## config.mk

```make
export PLATFORM = sky130hd
export DESIGN_NAME = display_mux_scheduler
export DESIGN_NICKNAME = d
export VERILOG_FILES = /design/src/rtl/display_mux_scheduler.sv
export SDC_FILE = /design/constraint.sdc
export NUM_CORES = 1
export LEC_CHECK = 0
export CORE_UTILIZATION = 25
export CTS_CLUSTER_DIAMETER = 100
export DETAILED_ROUTE_END_ITERATION = 8
export SYNTH_ARGS = -nofsm -noshare
export SYNTH_HDL_FRONTEND = slang
export SYNTH_SLANG_ARGS = --single-unit
```

## constraint.sdc

```tcl
create_clock -name clk -period 2.5 [get_ports clk]
set_input_delay 0.25 -clock clk [delete_from_list [all_inputs] [get_ports clk]]
set_output_delay 0.25 -clock clk [all_outputs]
set_load 0.05 [all_outputs]
```

## src/rtl/display_mux_scheduler.sv

```systemverilog
// display_mux_scheduler: two-digit display time-multiplexer with blanking between digit slots.
// Sequence is SHOW0 -> BLANK0 -> SHOW1 -> BLANK1; sel switches only on entry to a blanking slot.
module display_mux_scheduler #(
    parameter int REFRESH_CYCLES = 24000,
    parameter int BLANK_CYCLES   = 480,
    localparam int MAX_DWELL     = (REFRESH_CYCLES > BLANK_CYCLES) ? REFRESH_CYCLES : BLANK_CYCLES,
    localparam int CNT_W         = $clog2(MAX_DWELL + 1)
) (
    input  logic       clk,
    input  logic       reset,
    input  logic [1:0] digit_en,
    output logic       sel,
    output logic [1:0] anode,
    output logic       frame_tick
);
    typedef enum logic [1:0] {SHOW0, BLANK0, SHOW1, BLANK1} state_t;

    state_t             state_q, state_d;
    logic [CNT_W-1:0]   cnt_q, cnt_d;
    logic               last;

    always_ff @(posedge clk or posedge reset) begin
        if (reset) begin
            state_q <= BLANK1;
            cnt_q   <= '0;
        end else begin
            state_q <= state_d;
            cnt_q   <= cnt_d;
        end
    end

    always_comb begin
        last    = cnt_q == ((state_q == SHOW0 || state_q == SHOW1) ? CNT_W'(REFRESH_CYCLES - 1)
                                                                    : CNT_W'(BLANK_CYCLES - 1));
        state_d = last ? state_t'(state_q + 2'd1) : state_q;
        cnt_d   = last ? '0 : cnt_q + CNT_W'(1);
    end

    // Anodes stay dark in both blanking states so the segment bus settles before the next digit.
    always_comb begin
        sel        = state_q == BLANK0 || state_q == SHOW1;
        anode      = state_q == SHOW0 ? {1'b1, ~digit_en[0]} :
                     state_q == SHOW1 ? {~digit_en[1], 1'b1} : 2'b11;
        frame_tick = state_q == BLANK1 && last;
    end
endmodule

```

==> summary.txt, run 1 <==
Worst setup SP type = flop
first-pass GRT wire length = 2697 um
post-synthesis instance total = 85
RePlAce Congestion = 0.9134
share of cells above drive strength 1 = 13.27%
Cell Area, Synth = 887.1 um^2
Yosys cell types = 24
clk_lat worst skew = 0.30 ns
crit path time final = 2.393 ns
dpl ws = 0.3607 ns
worst setup path class = reg2out
clock sink count = 17
Final nets = 107
P_sw = 96.17 uW
pin count of the biggest net entering global routing = 18
sw frac = 21.91%
PnR worst setup slack = 0.1075 ns
Max Fclk = 418.0 MHz
Avg Cell Area, Syn = 10.44 um^2
Post-synth EDFFs = 0
drt pass-1 iters = 4
commonest cells in the netlist = dfrtp_1, nor2_1, xnor2_1, nand2_1, inv_1
Leakage = 0.0004544 uW
top_reg_cell synth = dfrtp_1
CTS Root Cell = clkbuf_4
Hold Vio Cnt, Final = 0
Die Y-Extent = 61.57 um
worst hold path type = in2async
total grt overflow = 0
filler instances = 362
Logic pwr share = 3.4%
Required @ worst endpoint = 2.25 ns
antenna viol nets, final = 0
final std cell area, no fill = 1066 um^2
Worst setup EP type = output port
vias per cell = 4.431
Total GRT Usage = 10.15%
DP HPWL = 1206 um
area added between synthesis and finish = 20.17%
Power Internal = 342.8 uW
worst-margin pin slew = 0.6467 ns
reg2reg end = state_q[1]$_DFFE_PP1N_
hold_ws = 0.3254 ns
Cell Area, Placed = 1025 um^2
sequential area share after synthesis = 48.24%
Area contributors post-synth = dfrtp_1, xnor2_1, dfstp_2
Critical Path Fanout Max = 6
number of remaining DRC errors = 0
max_slew headroom = 56.84%
vias in the first global route = 589
DIE WIDTH = 61.57 um
Initial Util = 26.38%
leading area contributor after synthesis = dfrtp_1
Max-cap violations = 0
htree depth = 1
# IOs = 8
worst reg2reg setup slack = 0.44 ns
Site Rows = 21
outcome = finished, final reports clean
Final Util = 31.70%
PwrDens = 411.8 nW/um^2
Synthesized Nets = 93
initial drt markers = 16
FF-to-FF path depth = 6
Max clock buf depth = 2
Setup Skew = 0.009433 ns
Antenna Cells = 0
Worst Path Arrival = 2.14 ns
vias = 638
CORE AREA = 3363 um^2
Routed WL = 1610 um
Async SR Flop Fraction = 100.0%
Total Die Area = 3791 um^2
PortBufs = 7
initial antenna violation count = 0
TritonCTS Buffers = 3
period utilization = 95.70%
WL/cell = 11.18 um
area share of the largest cell type after synthesis = 42.31%
register bit total from synthesis = 17
Yosys warnings = 0
final setup fails = 0
clock network power share = 34.0%
CTS tree = built
sequential share of power = 62.6%
max-slew violations = 0
worst-case vdd ir drop = 0.0001081 V
RR Startpoint = cnt_q[0]$_DFF_PP0_
clock-pin slew on the worst setup and hold paths = 0.10 ns
most common cell in the netlist = dfrtp_1
-- critical path: stages (launching register included) --
cell     delay, ns
dfrtp_1       0.40
ha_1          0.23
nand4_2       0.19
or4_4         0.54
a21oi_4       0.16
and2_1        0.19
buf_12        0.14
-- worst max path at each step --
| stage | startpoint | to | slack [ns] | depth (start not counted) |
|---|---|---|---|---|
| 2_1_floorplan | cnt_q[0]$_DFF_PP0_ | frame_tick | 0.38 | 5 |
| 3_5_place_dp | state_q[0]$_DFFE_PP1N_ | frame_tick | 0.36 | 7 |
| 6_report | cnt_q[0]$_DFF_PP0_ | frame_tick | 0.11 | 6 |
| 3_3_place_gp | state_q[0]$_DFFE_PP1N_ | frame_tick | 0.40 | 7 |
| 5_1_grt | cnt_q[0]$_DFF_PP0_ | frame_tick | -0.006 | 6 |
| 4_1_cts | state_q[0]$_DFFE_PP1N_ | frame_tick | 0.02 | 7 |
-- state kept, by name, summed over array words and instances, names as in the netlist --
signal / flops
cnt_q: 15
state_q: 2
-- metal layers --
layer	GRT usage (%)	wire (um)	share of wire, %	vias up
li1	-	-	-	311
met1	11.76	760	47	310
met2	17.05	758	47	12
met3	2.521	52	3.2	5
met4	5.714	38	2.4	0
met5	0	0	0	-
-- metrics by stage --
| stage | std cells | total power [uW] | TNS, ns |
|---|---|---|---|
| after floorplan | 85 | 287.8 | 0 |
| after global placement | 138 | 295.2 | 0 |
| after detailed placement | 138 | 295.8 | 0 |
| after CTS | 142 | 445.8 | 0 |
| after global routing | 144 | 461.8 | -0.005898 |
| final | 144 | 439.0 | 0 |
-- cell type report --
type                            instances  area (um^2)  share of cell area [%]
Clock buffer                            4        26.28                   2.465
Sequential cell                        17        427.9                   40.14
Multi-Input combinational cell         62        432.9                   40.61
Timing Repair Buffer                   10        102.6                   9.624
Inverter                                5        18.77                   1.761
Tap cell                               46        57.56                   5.399
-- cells in the final DEF, fill, tap and decap left out, drive strengths merged --
cell	n
o2111ai	1
dfstp	2
nor4	3
dfrtp	15
clkdlybuf4s50	6
nor4b	1
and3	3
nand4	4
and4	1
nand3	3
or4	1
xor2	4
inv	5
nor2	12
clkbuf	4
a21oi	1
xnor2	10
nor3	2
nor2b	2
mux2	1
buf	4
ha	4
nand3b	1
and2	1
nand2	7
-- logic make-up (layout without fill, tap and decap cells) --
family                     count (synthesis)  in the layout  synth area share, %
AOI/OAI and AO/OA                          2              2                2.822
xor gates and xnor gates                  14             14                13.82
adders and majority gates                  4              4                5.642
buffers and inverters                      6             19                2.962
DFF                                       17             17                48.24
muxes                                      1              1                1.692
and+or+nand+nor                           41             41                24.82
-- power groups by stage --
stage | logic (uW) | clock network [uW] | registers [uW]
final | 14.9 | 149 | 275
after global routing | 16.7 | 170 | 275
after floorplan | 7.54 | 0 | 280
after global placement | 15.0 | 0 | 280
after CTS | 15.7 | 155 | 275
after detailed placement | 15.6 | 0 | 280
-- what timing repair did --
item	CTS	global route
hold buffers	0	0
gates resized for setup	0	0
setup endpoints to repair	0	1
buffers inserted	0	2
No activity file was read; power rests on OpenSTA's default activity.
==> run 2, diff against run 1 <==
--- a/config.mk
+++ b/config.mk
@@ -6,7 +6,8 @@
 export NUM_CORES = 1
 export LEC_CHECK = 0
-export CORE_UTILIZATION = 25
+export CORE_UTILIZATION = 49
 export CTS_CLUSTER_DIAMETER = 100
 export DETAILED_ROUTE_END_ITERATION = 8
+export PLACE_DENSITY = 0.72
 export SYNTH_ARGS = -nofsm -noshare
 export SYNTH_HDL_FRONTEND = slang
==> constraint.sdc (replaced) <==
create_clock -name clk -period 2 [get_ports clk]
set_input_delay 0.3 -clock clk [delete_from_list [all_inputs] [get_ports clk]]
set_output_delay 0.3 -clock clk [all_outputs]
set_load 0.05 [all_outputs]
==> run 2 against run 1 <==
Total power increased by 25%. Utilization increased by 38 points. Cell area increased by 12%. Critical path type unchanged. Worst setup slack got worse by 0.31 ns. Cell count decreased by 9.0%. Die area decreased by 48%. Clock-buffer cell count decreased by 1. Via count increased by 8.3%. Non-clock buffer count increased by 8. The flow now finishes with violations (negative setup slack). Largest power group unchanged. Routed wire length increased by 21%.
==> summary.txt, run 2 (synthesis gave the netlist of run 1 again) <==
commonest non-fill, non-tap cells in the layout = dfrtp_1, nor2_1, buf_4, xnor2_1, nand2_1
PnR worst setup slack = -0.1986 ns
failing checks = negative setup slack
sw frac = 22.00%
htree depth = 1
Worst path slowest cell = dfstp_2
antenna viol nets, final = 0
PortBufs = 7
CORE AREA = 1708 um^2
period utilization = 109.9%
max incr delay on CP = 0.55 ns
Bufs and invs on worst path = 2
Antenna Cells = 0
Routed WL = 1943 um
placed cells = 120
worst-margin pin slew = 0.6311 ns
share of cells above drive strength 1 = 29.25%
worst setup path class = reg2out
clock sink count = 17
number of remaining DRC errors = 0
clk_lat worst skew = 0.30 ns
Max-cap violations = 0
Leakage = 0.0005146 uW
RePlAce Congestion = 0.7328
clock-pin slew on the worst setup and hold paths = 0.09 ns
Max Fclk = 454.8 MHz
area added between synthesis and finish = 34.27%
Largest regs = cnt_q: 15 flops, state_q: 2 flops
commonest non-fill, non-tap cell in the layout = dfrtp_1
worst reg2reg setup slack = 0.10 ns
Required @ worst endpoint = 1.70 ns
DIE WIDTH = 44.55 um
max reg flops = 15
Post-Layout Cell Count = 131
CTS tree = built
Biggest register = cnt_q
initial antenna violation count = 0
DP HPWL = 1251 um
Total Die Area = 1985 um^2
outcome = finished, violations left
vias per cell = 5.275
Worst setup EP type = output port
PwrDens = 460.3 nW/um^2
RR Startpoint = state_q[0]$_DFFE_PP1N_
vias in the first global route = 691
reg2reg end = state_q[1]$_DFFE_PP1N_
first-pass GRT wire length = 3174 um
P_sw = 120.6 uW
Die Y-Extent = 44.55 um
Hold Vio Cnt, Final = 0
Logic pwr share = 3.9%
Total Power = 548.3 uW
WL/cell = 14.83 um
FF-to-FF path depth = 7
crit path time final = 2.199 ns
total grt overflow = 0
worst hold path type = in2async
clock network power share = 33.4%
sequential share of power = 62.7%
Power Internal = 427.7 uW
worst-case vdd ir drop = 0.0005038 V
initial drt markers = 19
drt pass-1 iters = 4
RSZ-0062 raised after global routing = true
Site Rows = 15
max_slew headroom = 57.88%
Final nets = 115
pin count of the biggest net entering global routing = 18
CTS Root Cell = clkbuf_4
final setup fails = 1
Critical Path Fanout Max = 3
Setup Skew = 0.002181 ns
Total GRT Usage = 24.07%
# IOs = 8
cells along the critical path = inv_2 -> ha_4 -> nor4_4 -> nand2_1 -> a21oi_4 -> and2_4 -> buf_12
vias = 691
Worst setup SP type = flop
TritonCTS Buffers = 3
filler instances = 121
Max clock buf depth = 2
Worst Path Arrival = 1.90 ns
max-slew violations = 0
Initial Util = 51.94%
CP top delay family = flip-flops
[run 2: cell types whose count changed in the layout (fill, tap and decap cells not counted), moves of 2 or more]
cell and change:
ha_1 -2, buf_4 +8, clkdlybuf4s50_1 -3, ha_4 +2, buf_12 +3
[run 2: cell type report]
type                            count  area, um^2  share of cell area (%)
Inverter                            5       18.77                   1.576
Tap cell                           25       31.28                   2.626
Clock inverter                      1       5.005                  0.4202
Clock buffer                        3       22.52                   1.891
Sequential cell                    17       427.9                   35.92
Timing Repair Buffer               18       192.7                   16.18
Multi-Input combinational cell     62       493.0                   41.39
[run 2: per-layer routing]
metal  routed length, um  vias to the layer above  track usage [%]
met5                   0                        -                0
met4                  70                        0            15.15
met3                  74                        7            7.347
met2                1055                       14            37.06
met1                 742                      339            29.46
li1                    -                      331                -
[run 2: stage by stage]
stage | setup TNS [ns] | area [um^2] | hold slack [ns] | worst slack [ns] | util (%)
final | -0.1986 | 1191 | 0.3717 | -0.1986 | 69.74
after floorplan | 0 | 889.6 | 0.2246 | 0.02018 | -
after CTS | -0.1921 | 1165 | 0.3811 | -0.1921 | 68.21
after global routing | -0.2991 | 1191 | 0.4448 | -0.2655 | 69.74
after global placement | 0 | 1054 | 0.4767 | 0.07802 | 61.69
after detailed placement | 0 | 1054 | 0.5025 | 0.01198 | 61.69
[run 2: power groups by stage]
stage | registers, uW | logic, uW | clock network [uW]
floorplan | 350 | 9.43 | 0
global placement | 350 | 21.5 | 0
detailed placement | 350 | 21.6 | 0
CTS | 344 | 21.7 | 188
global route | 344 | 23.7 | 205
finish | 344 | 21.3 | 183
[run 2: timing repair]
action | in CTS | in global routing
hold buffers | 0 | 0
buffers inserted | 6 | 2
endpoints found under the setup margin | 2 | 3
pin swaps | 6 | 0
gates resized for setup | 7 | 2
[run 2: worst max path at each step]
stage | endpoint | slack, ns | cells past startpoint | start
2_1_floorplan | frame_tick | 0.02 | 5 | cnt_q[0]$_DFF_PP0_
3_3_place_gp | state_q[1]$_DFFE_PP1N_ | 0.08 | 6 | cnt_q[0]$_DFF_PP0_
3_5_place_dp | state_q[1]$_DFFE_PP1N_ | 0.01 | 6 | cnt_q[0]$_DFF_PP0_
4_1_cts | frame_tick | -0.19 | 6 | cnt_q[0]$_DFF_PP0_
5_1_grt | frame_tick | -0.27 | 7 | state_q[0]$_DFFE_PP1N_
6_report | frame_tick | -0.20 | 7 | state_q[0]$_DFFE_PP1N_
[run 2: worst register-to-register path, stage by stage (launching register included)]
cell and delay [ns]:
dfstp_2 0.55, inv_2 0.06, ha_4 0.18, nor4_4 0.26, nand2_1 0.12, a21oi_4 0.15
buf_4 0.21, mux2_4 0.31
==> patch (config.mk and constraints of run 1) <==
Reset style: synchronous (`reset`), changed in one clocked block.
--- a/src/rtl/display_mux_scheduler.sv
+++ b/src/rtl/display_mux_scheduler.sv
@@ -20,5 +20,5 @@
     logic               last;
 
-    always_ff @(posedge clk or posedge reset) begin
+    always_ff @(posedge clk) begin
         if (reset) begin
             state_q <= BLANK1;
Function: no difference found for any inputs over 10 cycles, from zero or initial values and one cycle with reset high; that may be too few to reach the edited logic, so the function may still have changed.
==> patch against run 1 <==
Die area down 1.6%. Register-to-register slack better by 0.06 ns. Sequential cell count unchanged. Area after synthesis down 1.7%. Wire length down 1.2%. Setup slack better by 0.060 ns. Total power down 0.16%. Largest power group unchanged. Worst hold slack better by 0.17 ns. Sequential share of layout area down 6.6 points. Non-clock buffer count down 2. Global-route usage about the same. Cell area down 4.9%. Count of clock-buffer cells in the layout unchanged.
==> patch: results (changes against run 1) <==
- Status: completed
- Router iterations before antenna repair: 4 (unchanged)
- Largest net degree at the start of global routing: 20 (+2)
- Inserted Clock Buffers: 3 (unchanged)
- Bufs on Longest Clock Path: 2 (unchanged)
- First-pass GRT wire length: 2.787 mm (+3.3%)
- Clock Latency Late Sink: 0.29 ns
- Flop-to-flop setup slack: 0.50 ns (+0.06 ns)
- CTS resizes: 0 (unchanged)
- CP Capture Point: frame_tick
- Placed cell areas: 987.2 um^2 (-3.7%)
- Clock transition at the registers of the reported paths: 0.09 ns
- Synth top cells by count: 18 x nor3_1, 17 x dfxtp_1, 10 x xnor2_1, 9 x nor2_1, 7 x nand2_1
- Layout cells sized above 1: 6.667% (-6.6 points)
- H-tree Lvls: 1 (unchanged)
- Peak supply drop: 0.1270 mV (+18%)
- Ys flop type: dfxtp_1
- Nets@finish: 114 (+6.5%)
- Register area share after synthesis: 39.02% (-9.2 points)
- Hold crit path type: flip-flop to flip-flop
- Initial antenna violation count: 0 (unchanged)
- Transition time of the tightest slew-check pin: 0.6521 ns (+0.005435 ns)
- Final Hold Vio Count: 0 (unchanged)
- Yosys cell types: 21 (-13%)
- GPL Wtd Cong: 0.7705 (-16%)
- Total GRT Usage: 10.12% (-0.030 points)
- Clock skew: 0.003832 ns (-0.005601 ns)
- Top post-synthesis cells by area: dfxtp_1 39%, nor3_1 10%, xnor2_1 10%
- Worst r2r src: state_q[0]$_SDFFE_PP1N_
- Ant diodes: 0 (unchanged)
- Max reg flops: 15 (unchanged)
- Critical R2R Capture: state_q[0]$_SDFFE_PP1N_
- R2R depth: 7 (+1)
- Setup tns final: 0 ns (unchanged)
- Hpwl dp: 1.188 mm (-1.5%)
- Mean Syn Cell Area: 8.991 um^2 (-14%)
- Largest regs: cnt_q (15), state_q (2)
- Async SR Flop Fraction: 0% (-100 points)
- Vias per inst: 4.589 (+3.6%)
- Post-Layout Cell Count: 151 (+4.9%)
- First DRT Iteration DRCs: 7 (-9)
- Root buf cell: clkbuf_4
- Leakage power: 0.3086 nW (-32%)
- Total wire length: 1.590 mm (-1.2%)
- Post-CTS Setup Inserts: 0 (unchanged)
- Worst-path maximum fanout: 3 (-3)
- Vias in the first global route: 680 (+15%)
- WP data arrival: 2.08 ns (-0.06 ns)
- PortBufs: 7 (unchanged)
- Layout fillers: 365 (+0.83%)
[patch: cell count changes in the layout (fill, tap and decap cells not counted), sizes merged, moves of 3 or more]
cell   before  now
and3        3    0
dfrtp      15    0
dfxtp       0   17
nor2       12    9
nor3        2   18
[patch: worst max-delay path, stage by stage, from the launching register on]
cell and delay, ns:
dfxtp_1 0.33, inv_1 0.10, ha_1 0.20, nor2_1 0.07, or3_1 0.41, a2111oi_4 0.33, and2_1 0.22, buf_12 0.14
[patch: cell type report]
cell class | instances | area, um^2 | share of cell area (%)
Sequential cell | 17 | 340.3 | 33.58
Inverter | 3 | 11.26 | 1.111
Timing Repair Buffer | 8 | 87.58 | 8.642
Multi-Input combinational cell | 73 | 490.5 | 48.40
Tap cell | 46 | 57.56 | 5.679
Clock buffer | 4 | 26.28 | 2.593
[patch: report_power, final]
group | switching, mW | internal [mW] | total (mW) | leakage, nW
Combinational | 0.00786 | 0.00862 | 0.0165 | 0.156
Sequential | 0.00392 | 0.275 | 0.279 | 0.138
Clock | 0.0811 | 0.0620 | 0.143 | 0.0150
Total | 0.0929 | 0.345 | 0.438 | 0.309
[patch: cells by family (layout without fill, tap and decap cells)]
kind of cell             after synthesis  after routing  synth area share, %
AND/OR/NAND/NOR                       53             53                31.99
flip-flops                            17             17                39.02
XOR/XNOR                              13             13                13.06
buffers and inverters                  7             15                4.735
adder cells (fa/ha/maj)                4              4                5.739
multiplexers                           2              2                2.296
AO/OA/AOI/OAI                          1              1                3.157
[patch: stage by stage]
stage          utilization [%]  power, mW  setup slack, ns
6_report                 30.37     0.4383           0.1677
3_3_place_gp             29.58     0.3010           0.5402
4_1_cts                  30.37     0.4449           0.1499
3_5_place_dp             29.58     0.3018           0.4730
2_1_floorplan                -     0.2948           0.2345
5_1_grt                  30.37     0.4593          0.03662
[patch: layer usage]
metal	GRT usage, %	share of wire, %
met3	0.6303	2.4
met2	18.48	47
met5	0	0
met1	11.23	48
met4	6.818	2.8
[patch: how the worst min path moves through the flow]
| stage | from | end | slack, ns | depth (start not counted) |
|---|---|---|---|---|
| final | cnt_q[0]$_SDFF_PP0_ | cnt_q[0]$_SDFF_PP0_ | 0.50 | 1 |
| after global routing | cnt_q[0]$_SDFF_PP0_ | cnt_q[0]$_SDFF_PP0_ | 0.54 | 1 |
| after CTS | cnt_q[0]$_SDFF_PP0_ | cnt_q[0]$_SDFF_PP0_ | 0.51 | 1 |
| after detailed placement | cnt_q[0]$_SDFF_PP0_ | cnt_q[0]$_SDFF_PP0_ | 0.49 | 1 |
| after global placement | cnt_q[0]$_SDFF_PP0_ | cnt_q[0]$_SDFF_PP0_ | 0.48 | 1 |
| after floorplan | cnt_q[0]$_SDFF_PP0_ | cnt_q[0]$_SDFF_PP0_ | 0.45 | 1 |
